File: src/rtl/gbus_master_pkg.sv
// gbus_master_pkg: shared state, opcode and width helpers for the gbus burst master.
package gbus_master_pkg;
  typedef enum logic [1:0] {IDLE, WRITE, READ, DRAIN} state_t;
  localparam logic OP_WR = 1'b0;
  localparam logic OP_RD = 1'b1;
  localparam int PERF_W = 32;
  function automatic int cnt_w(input int depth);
    return $clog2(depth + 1);
  endfunction
endpackage

File: src/rtl/gbus_rsp_fifo.sv
// gbus_rsp_fifo: show-ahead response FIFO; dout reads 0 while empty.
module gbus_rsp_fifo
  import gbus_master_pkg::*;
#(
  parameter int W = 64,
  parameter int DEPTH = 4,
  parameter int CW = cnt_w(DEPTH)
) (
  input  logic          clk,
  input  logic          rst,
  input  logic          push,
  input  logic          pop,
  input  logic [W-1:0]  din,
  output logic [W-1:0]  dout,
  output logic [CW-1:0] count
);
  localparam int AW = $clog2(DEPTH);
  logic [W-1:0] mem [DEPTH];
  logic [AW-1:0] wp, rp;
  always_ff @(posedge clk)
    if (push) mem[wp] <= din;
  always_ff @(posedge clk or posedge rst)
    if (rst) begin
      wp <= '0;
      rp <= '0;
      count <= '0;
    end else begin
      if (push) wp <= wp + 1'b1;
      if (pop) rp <= rp + 1'b1;
      count <= count + CW'(push) - CW'(pop);
    end
  assign dout = (count != '0) ? mem[rp] : '0;
endmodule

File: src/rtl/gbus_burst_master.sv
// gbus_burst_master: burst command to gbus strobe engine; GBUS_MASTER_PERF_EN adds perf counters.
module gbus_burst_master
  import gbus_master_pkg::*;
#(
  parameter int VNUM = 8,
  parameter int GBUS_DATA = 64,
  parameter int GBUS_ADDR = 12,
  parameter int LEN_BIT = 8,
  parameter int RFIFO_DEPTH = 4
) (
  input  logic                 clk,
  input  logic                 rst,
  input  logic                 cmd_valid,
  output logic                 cmd_ready,
  input  logic                 cmd_op,
  input  logic [VNUM-1:0]      cmd_core_mask,
  input  logic [GBUS_ADDR-1:0] cmd_addr,
  input  logic [LEN_BIT-1:0]   cmd_len,
  input  logic                 wr_valid,
  output logic                 wr_ready,
  input  logic [GBUS_DATA-1:0] wr_data,
  output logic                 rd_valid,
  input  logic                 rd_ready,
  output logic [GBUS_DATA-1:0] rd_data,
  output logic [GBUS_ADDR-1:0] gbus_addr,
  output logic [VNUM-1:0]      gbus_wen,
  output logic [GBUS_DATA-1:0] gbus_wdata,
  output logic [VNUM-1:0]      gbus_ren,
  input  logic [GBUS_DATA-1:0] gbus_rdata,
  input  logic [VNUM-1:0]      gbus_rvalid,
  output logic                 busy,
  output logic                 done,
  output logic                 err
`ifdef GBUS_MASTER_PERF_EN
  ,
  output logic [PERF_W-1:0]    perf_beats,
  output logic [PERF_W-1:0]    perf_stall
`endif
);
  localparam int CW = cnt_w(RFIFO_DEPTH);
  state_t state, state_nx;
  logic [VNUM-1:0] mask;
  logic [GBUS_ADDR-1:0] addr;
  logic [LEN_BIT-1:0] cnt;
  logic [CW-1:0] outst, fcount;
  logic accept, cmd_ok, wbeat, issue, rsp, rsp_ok, last, pop;
  assign cmd_ready = (state == IDLE) && !rst;
  assign wr_ready = state == WRITE;
  assign busy = state != IDLE;
  assign rd_valid = fcount != '0;
  assign pop = rd_valid && rd_ready;
  always_comb begin
    accept = cmd_valid && cmd_ready;
    cmd_ok = (cmd_len != '0) && !(cmd_op == OP_RD && !$onehot(cmd_core_mask));
    wbeat = wr_valid && wr_ready;
    // credit: every issued read owns a FIFO slot until it is popped
    issue = (state == READ) && (({1'b0, outst} + {1'b0, fcount}) < (CW+1)'(RFIFO_DEPTH));
    rsp = |(gbus_rvalid & mask);
    rsp_ok = rsp && (outst != '0);
    last = cnt == LEN_BIT'(1);
    state_nx = state;
    case (state)
      IDLE:    if (accept && cmd_ok) state_nx = (cmd_op == OP_RD) ? READ : WRITE;
      WRITE:   if (wbeat && last) state_nx = IDLE;
      READ:    if (issue && last) state_nx = DRAIN;
      DRAIN:   if (outst == '0) state_nx = IDLE;
      default: state_nx = IDLE;
    endcase
  end
  always_ff @(posedge clk or posedge rst)
    if (rst) state <= IDLE;
    else state <= state_nx;
  always_ff @(posedge clk or posedge rst)
    if (rst) begin
      mask <= '0;
      addr <= '0;
      cnt <= '0;
      outst <= '0;
      gbus_addr <= '0;
      gbus_wen <= '0;
      gbus_wdata <= '0;
      gbus_ren <= '0;
      done <= 1'b0;
      err <= 1'b0;
    end else begin
      gbus_wen <= wbeat ? mask : '0;
      gbus_ren <= issue ? mask : '0;
      done <= (accept && cmd_len == '0) || (wbeat && last) || (state == DRAIN && outst == '0);
      err <= (rsp && !rsp_ok) || (accept && cmd_len != '0 && cmd_op == OP_RD && !$onehot(cmd_core_mask));
      outst <= outst + CW'(issue) - CW'(rsp_ok);
      if (accept) begin
        mask <= cmd_core_mask;
        addr <= cmd_addr;
        cnt <= cmd_len;
      end
      if (wbeat || issue) begin
        gbus_addr <= addr;
        addr <= addr + 1'b1;
        cnt <= cnt - 1'b1;
      end
      if (wbeat) gbus_wdata <= wr_data;
    end
  gbus_rsp_fifo #(.W(GBUS_DATA), .DEPTH(RFIFO_DEPTH), .CW(CW)) u_fifo (
    .clk(clk),
    .rst(rst),
    .push(rsp_ok),
    .pop(pop),
    .din(gbus_rdata),
    .dout(rd_data),
    .count(fcount)
  );
`ifdef GBUS_MASTER_PERF_EN
  always_ff @(posedge clk or posedge rst)
    if (rst) begin
      perf_beats <= '0;
      perf_stall <= '0;
    end else if (accept) begin
      perf_beats <= '0;
      perf_stall <= '0;
    end else begin
      if ((wbeat || issue) && perf_beats != '1) perf_beats <= perf_beats + 1'b1;
      if ((state == WRITE || state == READ) && !(wbeat || issue) && perf_stall != '1) perf_stall <= perf_stall + 1'b1;
    end
`endif
endmodule

File: config.mk
export PLATFORM = sky130hd
export DESIGN_NAME = gbus_burst_master
export DESIGN_NICKNAME = d
export VERILOG_FILES = /design/src/rtl/gbus_master_pkg.sv /design/src/rtl/gbus_rsp_fifo.sv /design/src/rtl/gbus_burst_master.sv
export SDC_FILE = /design/constraint.sdc
export NUM_CORES = 1
export LEC_CHECK = 0
export CORE_MARGIN = 10
export CORE_UTILIZATION = 45
export DETAILED_ROUTE_END_ITERATION = 8
export GPL_TIMING_DRIVEN = 0
export PLACE_DENSITY = 0.75
export SKIP_CTS_REPAIR_TIMING = 1
export SYNTH_ARGS = -nofsm -noshare
export SYNTH_HDL_FRONTEND = slang
export SYNTH_HIERARCHICAL = 1
export SYNTH_SLANG_ARGS = --single-unit
File: constraint.sdc
create_clock -name clk -period 4 [get_ports clk]
set_clock_uncertainty 0.15 [all_clocks]
set_input_delay 0.6 -clock clk [delete_from_list [all_inputs] [get_ports clk]]
set_output_delay 0.6 -clock clk [all_outputs]
set_load 0.01 [all_outputs]
==> results.md, run 1 <==
* I/O pin total at 332
* Final Setup Violations at 0
* CTS tree: yes
* Post-DP HPWL at 28,100 um
* CTS root buf: clkbuf_16
* Reg-to-Reg Start: outst[1]
* Sw frac at 31.9%
* Total wire length at 39,600 um
* Pwr/cell area at 841 mW/mm^2
* WHS Endpoint: gbus_addr[3]
* Die Height at 206 um
* Final Wtd Congestion at 0.874
* Drt wl/cell at 21.1 um
* Critical Path Source Type: register
* Most frequent cells after synthesis: 256 x edfxtp_1, 255 x nand2_1, 134 x dfrtp_1
* IO Port Bufs at 331
* First-pass GRT wire length at 60,800 um
* Distinct cells, synth at 51
* Iteration-0 DRC Markers at 506
* GRT Util Overall at 18.6%
* Worst reg2reg setup slack at 0.43 ns
* Pint at 0.0120 W
* Reg2reg end: outst[2]
* Fillers at 2,501
* Worst slew pin tran at 1.16 ns
* Initial antenna violation count at 4
* Layout area overhead at 35.1%
* Post-route ant nets at 0
* Worst setup EP type: output pin
* Status: finished, final reports clean
* Vias per cell at 5.13
* Gate Count Post-Synth at 1,021
* Largest net degree at the start of global routing at 43
* Clock-pin slew on the worst setup and hold paths at 0.06 ns
* Yosys reg bits at 390
* Num CTS Buffers at 41
* GRT Residual Overflow at 0
* Worst skew pair latency at 0.52 ns
* Most common cell in the synthesized netlist: edfxtp_1
* Post-Syn Area per Cell at 15.2 um^2
* Die Wd at 206 um
* Largest area contributor in the synthesized netlist: edfxtp_1
* Hold WS at 0.320 ns
* Final min period at 3.68 ns
* Clock power share at 21.9%
* Comb pwr share at 40.5%
* Psw at 0.00563 W
* Worst hold path class: register to register
* Setup TNS at 0 ns
* Full die area at 0.0423 mm^2
* Area contributors post-synth: edfxtp_1 50%, dfrtp_1 22%, mux4_2 9.3%, nand2_1 6.2%, and2_1 3.3%
* Rel. slew slack at 21.4%
* Synth top area share at 49.5%
* Slew Viols, Final at 0
* Max-Cap Viols at 0
* Unrepaired setup endpoints after global routing: no
* EDFF count, synth at 256
* Sequential cell area fraction in the yosys report at 71.2%
* Worst EP arrival at 2.93 ns
* Fraction of layout cells with a size suffix above 1 at 11.3%
* Synth Net Count at 1,213
* Ys Warns at 6
* Hold Crit Start: gbus_addr[3]
* Drt pass-1 iters at 5
* CTS H-Tree Depth at 2
* Final Hold Fails at 0
* Worst vdd ir at 0.000564 V
* Initial Utilization at 45.9%
* Post-synth ARST share at 34.4%
* FP Rows at 67
* Seq pwr share at 37.6%
* CTS Sinks at 390
* Crit path kind: register to output pin
* Fmax at 272 MHz
* Number of global-route vias before repair at 10.2k
* Worst reg2reg path depth at 11
* Remaining routing DRC violations at 0
* Tcrit/Tclk final at 91.9%
* Worst-path maximum fanout at 10
* Crit path launch: u_fifo/count[2]
* Cell Area, Synth at 0.0155 mm^2
* NumNets Final at 1,594
* Leak pwr at 8.09 nW
* Synth Flop Type: edfxtp_1
* Worst Path Required at 3.25 ns
* Hold Path Stages at 2
* Clock Tree Buf Depth at 3
* Vias at 9,668
* Core footprint at 0.0338 mm^2
state kept, by name, summed over array words and instances (netlist names):
register and count:
gbus_wen 8, state 2, gbus_ren 8, err 1, cnt 8, gbus_addr 12
gbus_wdata 64, addr 12, outst 3, u_fifo/rp 2, done 1, mask 8
u_fifo/mem 256, u_fifo/count 3, u_fifo/wp 2
routing by layer:
layer	track usage, %	vias to the layer above	routed length [um]
li1	-	4454	-
met3	7.93	41	4240
met4	3.70	4	461
met1	22.5	4815	15800
met5	0	-	27
met2	30.5	354	19100
final cells by class:
class | instances | area (um^2) | area share [%]
diodes | 1 | 2.50 | 0.0119
plain buffers | 47 | 231 | 1.10
clock buffers | 49 | 1110 | 5.28
clock inverters | 26 | 285 | 1.36
inverters | 31 | 120 | 0.573
multi-input cells | 553 | 4140 | 19.7
flip-flops and latches | 390 | 11000 | 52.7
well taps | 448 | 561 | 2.67
repair buffers | 338 | 3480 | 16.6
layout by cell type (no fill, tap or decap), drive strengths merged, types with 10 or more instances in the layout:
cell type and count:
dfrtp 134, ha 16, clkbuf 81, clkdlybuf4s50 331, o21ai 12, nand2 255, buf 22, clkinv 15
and2 81, mux4 64, inv 33, edfxtp 256, nor2 10
worst max-delay path by stage:
stage / to / slack, ns / depth (start not counted)
final: rd_data[60] / 0.32 / 5
after global routing: rd_data[60] / 0.11 / 5
after CTS: rd_data[60] / 0.15 / 5
after detailed placement: err / -0.19 / 13
after global placement: u_fifo/mem[0][42] / -1.28 / 5
after floorplan: err / 0.49 / 12
cells by family after synthesis:
| group | after synthesis | share of synthesized area, % |
|---|---|---|
| buffers and inverters | 78 | 2.24 |
| adders and majority gates | 22 | 2.06 |
| and+or+nand+nor | 399 | 11.9 |
| xor gates and xnor gates | 7 | 0.395 |
| AOI/OAI and AO/OA | 57 | 2.73 |
| DFF | 390 | 71.2 |
| muxes | 68 | 9.55 |
worst max-delay path, cell delays in order, from the launching register on:
cell,delay (ns)
dfrtp_1,0.40
or3_1,0.15
clkbuf_1,0.53
clkbuf_1,0.48
and2_1,0.27
clkdlybuf4s50_1,0.57
through the flow:
| stage | std cells | total power (W) | setup slack (ns) | area (um^2) | util (%) |
|---|---|---|---|---|---|
| 3_3_place_gp | 1800 | 0.0138 | -1.28 | 19400 | 57.4 |
| 4_1_cts | 1882 | 0.0179 | 0.151 | 21000 | 62.1 |
| 3_5_place_dp | 1807 | 0.0140 | -0.193 | 19600 | 57.9 |
| 6_report | 1883 | 0.0176 | 0.324 | 21000 | 62.1 |
| 2_1_floorplan | 1021 | 0.0104 | 0.491 | 15500 | - |
| 5_1_grt | 1882 | 0.0187 | 0.105 | 21000 | 62.1 |
power groups by stage:
stage               Sequential [W]  Combinational [W]  Clock [W]
global route               0.00678            0.00778    0.00413
finish                     0.00663            0.00714    0.00387
detailed placement         0.00669            0.00728          0
global placement           0.00673            0.00703          0
CTS                        0.00663            0.00732    0.00396
floorplan                  0.00677            0.00360          0
Power figures use the tool's default switching activity.
==> run 2, diff against run 1 <==
Settings changed: CORE_ASPECT_RATIO set to 0.6.
==> run 2 against run 1 <==
Net effect: clock power down 14%; routed wire length grew 3.9%; core utilization down 0.78 points; non-clock buffer count did not move; cell area fell by 1.1%; global-route usage rose by 0.64 points; first-iteration DRC count increased by 37%; setup slack got worse by 0.14 ns; register-to-register slack better by 0.18 ns; via count up 1.0%; fmax decreased by 3.6%; flip-flop and latch count did not move.
==> results.md, run 2 (synthesis results as in run 1) <==
* Crit path setup slack, layout at 0.186 ns
* Clock-pin slew on the worst setup and hold paths at 0.07 ns
* Largest register FFs at 256
* Post-Route Utilization at 61.3%
* Slew Viols, Final at 0
* Fillers at 2,577
* Commonest non-fill, non-tap cell in the layout: clkdlybuf4s50_1
* Number of global-route vias before repair at 10.1k
* Reg-to-Reg Start: outst[1]
* CTS Sinks at 390
* Worst slew pin tran at 1.09 ns
* Num CTS Buffers at 38
* Full die area at 0.0426 mm^2
* Remaining routing DRC violations at 0
* Status: finished, final reports clean
* Total wire length at 41,200 um
* Max-Cap Viols at 0
* Reg2reg end: outst[2]
* GRT Util Overall at 19.2%
* Total power at 0.0172 W
* GRT Residual Overflow at 0
* Top Registers: u_fifo/mem x256, gbus_wdata x64
* Die Wd at 260 um
* Worst vdd ir at 0.000461 V
* Setup TNS at 0 ns
* M3 GR Usage at 3.26%
* Critical Path Source Type: primary input
* IO Port Bufs at 331
* CP max stage cell: clkdlybuf4s50_1
* CTS tree: yes
* Tcrit/Tclk final at 95.4%
* Drt wl/cell at 21.8 um
* Met1 usage at 25.7%
* Pre-CTS setup slack at -0.379 ns
* WP buf/inv at 4
* Clock Tree Buf Depth at 3
* Commonest cells after routing, fill and taps aside: 331 x clkdlybuf4s50_1, 256 x edfxtp_1, 255 x nand2_1
* Worst hold path class: register to register
* Post-route ant nets at 0
* Post-DP HPWL at 29,800 um
* I/O pin total at 332
* Worst reg2reg path depth at 11
* Crit. path cell count at 13
* Multi-input gate area in the final layout at 0.00414 mm^2
* Worst-path maximum fanout at 2
* Final Setup Violations at 0
* Pwr/cell area at 829 mW/mm^2
* Fraction of layout cells with a size suffix above 1 at 10.5%
* Busiest grt layer: met2
* Worst Path Required at 4.26 ns
* Vias per cell at 5.18
* Worst reg2reg setup slack at 0.61 ns
* WHS Endpoint: gbus_addr[5]
* Rel. slew slack at 26.2%
* Iteration-0 DRC Markers at 694
* Global Route met2 Usage at 32.3%
* Core footprint at 0.0338 mm^2
* Worst EP arrival at 4.07 ns
* Initial Utilization at 45.9%
* Layout area overhead at 33.6%
* Drt pass-1 iters at 5
* Hold Crit Start: gbus_addr[5]
* First-pass GRT wire length at 62,900 um
* Fmax at 262 MHz
* Crit-path leading delay family: adder cells
* FP Rows at 52
* Sequential cell area at 0.0110 mm^2
* Final min period at 3.81 ns
* Final Wtd Congestion at 0.899
* Ant. Diodes at 0
* Unrepaired setup endpoints after global routing: no
* Crit path top cell by count: fa_1
* Worst skew pair latency at 0.54 ns
* Largest net degree at the start of global routing at 51
* Crit path kind: primary input to register
* CTS root buf: clkbuf_16
* Leak pwr at 7.95 nW
* Hold Path Stages at 2
* CTS H-Tree Depth at 2
* Top reg by flops: u_fifo/mem
* NumNets Final at 1,591
* Crit-path max cell delay at 0.54 ns
* Worst setup EP type: register
* Critical path cell sequence: clkdlybuf4s50_1 > inv_1 > fa_1 > fa_1 > fa_1 > inv_1 > ha_1 > inv_1 > fa_1 > a211oi_1 > mux2i_1 > o21ai_1 > o22ai_1
* Final Hold Fails at 0
* Initial antenna violation count at 0
* Vias at 9,767
* Die Height at 164 um
-- run 2: cell types whose count changed in the layout (fill, tap and decap cells not counted), sizes merged --
| cell | before | now |
|---|---|---|
| clkinvlp | 3 | 4 |
| bufinv | 6 | 0 |
| inv | 33 | 31 |
| clkinv | 15 | 14 |
| clkbuf | 81 | 82 |
| diode | 1 | 0 |
-- run 2: worst max path at each step --
stage | to | from
after floorplan | err | cmd_core_mask[0]
after global placement | u_fifo/mem[3][39] | gbus_rvalid[7]
after detailed placement | err | cmd_core_mask[1]
after CTS | outst[2] | outst[1]
after global routing | err | cmd_core_mask[1]
final | err | cmd_core_mask[1]
-- run 2: where the power goes --
part	internal [W]	switching, W	leakage (nW)
Clock	0.00182	0.00149	0.549
Sequential	0.00600	0.000618	4.05
Combinational	0.00364	0.00362	3.36
-- run 2: area by class of cell --
| type | instances | share of cell area, % |
|---|---|---|
| flip-flops and latches | 390 | 53.2 |
| clock inverters | 18 | 0.555 |
| well taps | 459 | 2.77 |
| clock buffers | 50 | 4.95 |
| multi-input cells | 553 | 20.0 |
| plain buffers | 47 | 1.12 |
| inverters | 31 | 0.579 |
| repair buffers | 338 | 16.8 |
-- run 2: per-layer routing --
metal	share of wire [%]	vias to the layer above
li1	-	4451
met1	43	5012
met2	50	246
met3	4.6	58
met4	2.1	0
met5	0	-
-- run 2: worst reg2reg max path, delay by kind of cell, from the launching register on --
| kind | cells | cell delay, ns |
|---|---|---|
| fa+ha+maj | 4 | 1.03 |
| buf+inv | 3 | 0.20 |
| simple gates | 2 | 1.13 |
| xor+xnor | 2 | 0.33 |
| flops | 1 | 0.45 |
-- run 2: metrics by stage --
stage               instance area (um^2)  hold WS [ns]  instances
global route                       20700         0.332       1886
detailed placement                 19600         0.305       1818
global placement                   19400         0.303       1811
floorplan                          15500         0.253       1021
finish                             20700         0.315       1886
CTS                                20700         0.319       1886
==> run 3, diff against run 2 <==
Settings changed: GPL_ROUTABILITY_DRIVEN set to 0, SLEW_MARGIN set to 20.
Clock period 4 ns to 3.3 ns, I/O delays scaled along.
==> run 3 against run 2 <==
Net effect: routed wire length down 1.9%; core utilization is 0.21 points higher; critical path depth decreased by 9; sequential share of layout area down 0.17 points; clock power is 21% higher; non-clock buffer count grew 1; register-to-register slack worse by 0.26 ns; highest routed layer unchanged.
==> results.md, run 3 (synthesis results as in run 1) <==
* Final Hold Fails at 0
* NumNets Final at 1,591
* Tcrit/Tclk final at 95.8%
* Worst slew pin tran at 0.986 ns
* Total power at 0.0208 W
* Iteration-0 DRC Markers at 664
* Max-Cap Viols at 0
* Worst reg2reg setup slack at 0.35 ns
* Worst-path maximum fanout at 10
* Clock-pin slew on the worst setup and hold paths at 0.06 ns
* Total wire length at 40,400 um
* Status: finished, final reports clean
* Drt pass-1 iters at 5
* Full die area at 0.0426 mm^2
* Largest register FFs at 256
* Post-route ant nets at 0
* Crit path setup slack, layout at 0.139 ns
* Vias per cell at 5.09
* Die Height at 164 um
* Fmax at 316 MHz
* CTS H-Tree Depth at 2
* Rel. slew slack at 33.3%
* GRT Util Overall at 19.0%
* Largest net degree at the start of global routing at 45
* Drt wl/cell at 21.4 um
* First-pass GRT wire length at 62,300 um
* Pre-CTS setup slack at -0.660 ns
* GRT Residual Overflow at 0
* Die Wd at 260 um
* Final Cell Area at 0.0208 mm^2
* Placed inst area at 0.0196 mm^2
* Number of global-route vias before repair at 10.1k
* Inst Count DP at 1,819
* Worst EP arrival at 2.52 ns
* Initial antenna violation count at 1
* Non-Filler Instances at 1,887
* Core footprint at 0.0338 mm^2
* Commonest cells after routing, fill and taps aside: 326 x clkdlybuf4s50_1, 256 x edfxtp_1, 255 x nand2_1
* Num CTS Buffers at 37
* CTS root buf: clkbuf_16
* Fraction of layout cells with a size suffix above 1 at 11.5%
* Worst hold path class: primary input to register
* Worst setup EP type: output pin
* Worst Path Required at 2.65 ns
* Hold Path Stages at 3
* Initial Utilization at 45.9%
* Clock Tree Buf Depth at 3
* Remaining routing DRC violations at 0
* Unrepaired setup endpoints after global routing: no
* Commonest non-fill, non-tap cell in the layout: clkdlybuf4s50_1
* Final min period at 3.16 ns
* Pwr/cell area at 1000 mW/mm^2
* Critical Path Source Type: register
* Top Registers: u_fifo/mem x256, gbus_wdata x64
* Post-Route Utilization at 61.5%
* Crit path kind: register to output pin
* Top reg by flops: u_fifo/mem
* Worst vdd ir at 0.000520 V
* I/O pin total at 332
* Worst skew pair latency at 0.53 ns
* Slew Viols, Final at 0
* Layout area overhead at 34.1%
* Vias at 9,603
* Worst reg2reg path depth at 11
* Final Setup Violations at 0
* IO Port Bufs at 331
* Leak pwr at 8.03 nW
* CTS tree: yes
* CTS Sinks at 390
* Post-DP HPWL at 29,500 um
* FP Rows at 52
==> run 3: power breakdown <==
group / switching, W / leakage, nW / internal [W] / total (W)
Sequential: 0.000728 / 4.05 / 0.00728 / 0.00801
Clock: 0.00179 / 0.547 / 0.00223 / 0.00402
Combinational: 0.00436 / 3.44 / 0.00445 / 0.00881
Total: 0.00688 / 8.03 / 0.0140 / 0.0208
==> run 3: final cells by class <==
type	instances	area [um^2]
Inverter	31	120
Timing Repair Buffer	340	3510
Sequential cell	390	11000
Buffer	46	273
Clock inverter	23	169
Tap cell	459	574
Clock buffer	44	952
Antenna cell	1	2.50
Fill cell	2588	13000
Multi-Input combinational cell	553	4160
==> run 3: worst max-delay path, cell delays in order, from the launching register on <==
cell,delay (ns)
dfrtp_1,0.34
clkbuf_1,0.54
mux4_2,0.42
and2_1,0.19
clkdlybuf4s50_1,0.50
==> run 3: worst paths after layout <==
kind / startpoint / end
max reg2reg: outst[1] / outst[2]
min: cmd_core_mask[1] / mask[1]
max in group asynchronous: rst / gbus_wdata[1]
max: u_fifo/rp[1] / rd_data[56]
min in group asynchronous: rst / u_fifo/wp[0]
min reg2reg: gbus_addr[3] / gbus_addr[3]
==> run 3: per-stage QoR <==
stage	hold slack [ns]	TNS (ns)
2_1_floorplan	0.148	-0.00237
3_3_place_gp	0.304	-521.88
3_5_place_dp	0.306	-3.82
4_1_cts	0.266	-8.96
5_1_grt	0.160	0
6_report	0.155	0
==> run 3: layer usage <==
| metal | vias up | track usage, % | part of all wire, % |
|---|---|---|---|
| li1 | 4451 | - | - |
| met2 | 275 | 31.1 | 49 |
| met5 | - | 0 | 0 |
| met1 | 4830 | 26.0 | 44 |
| met4 | 0 | 4.37 | 1.6 |
| met3 | 47 | 3.52 | 5.4 |
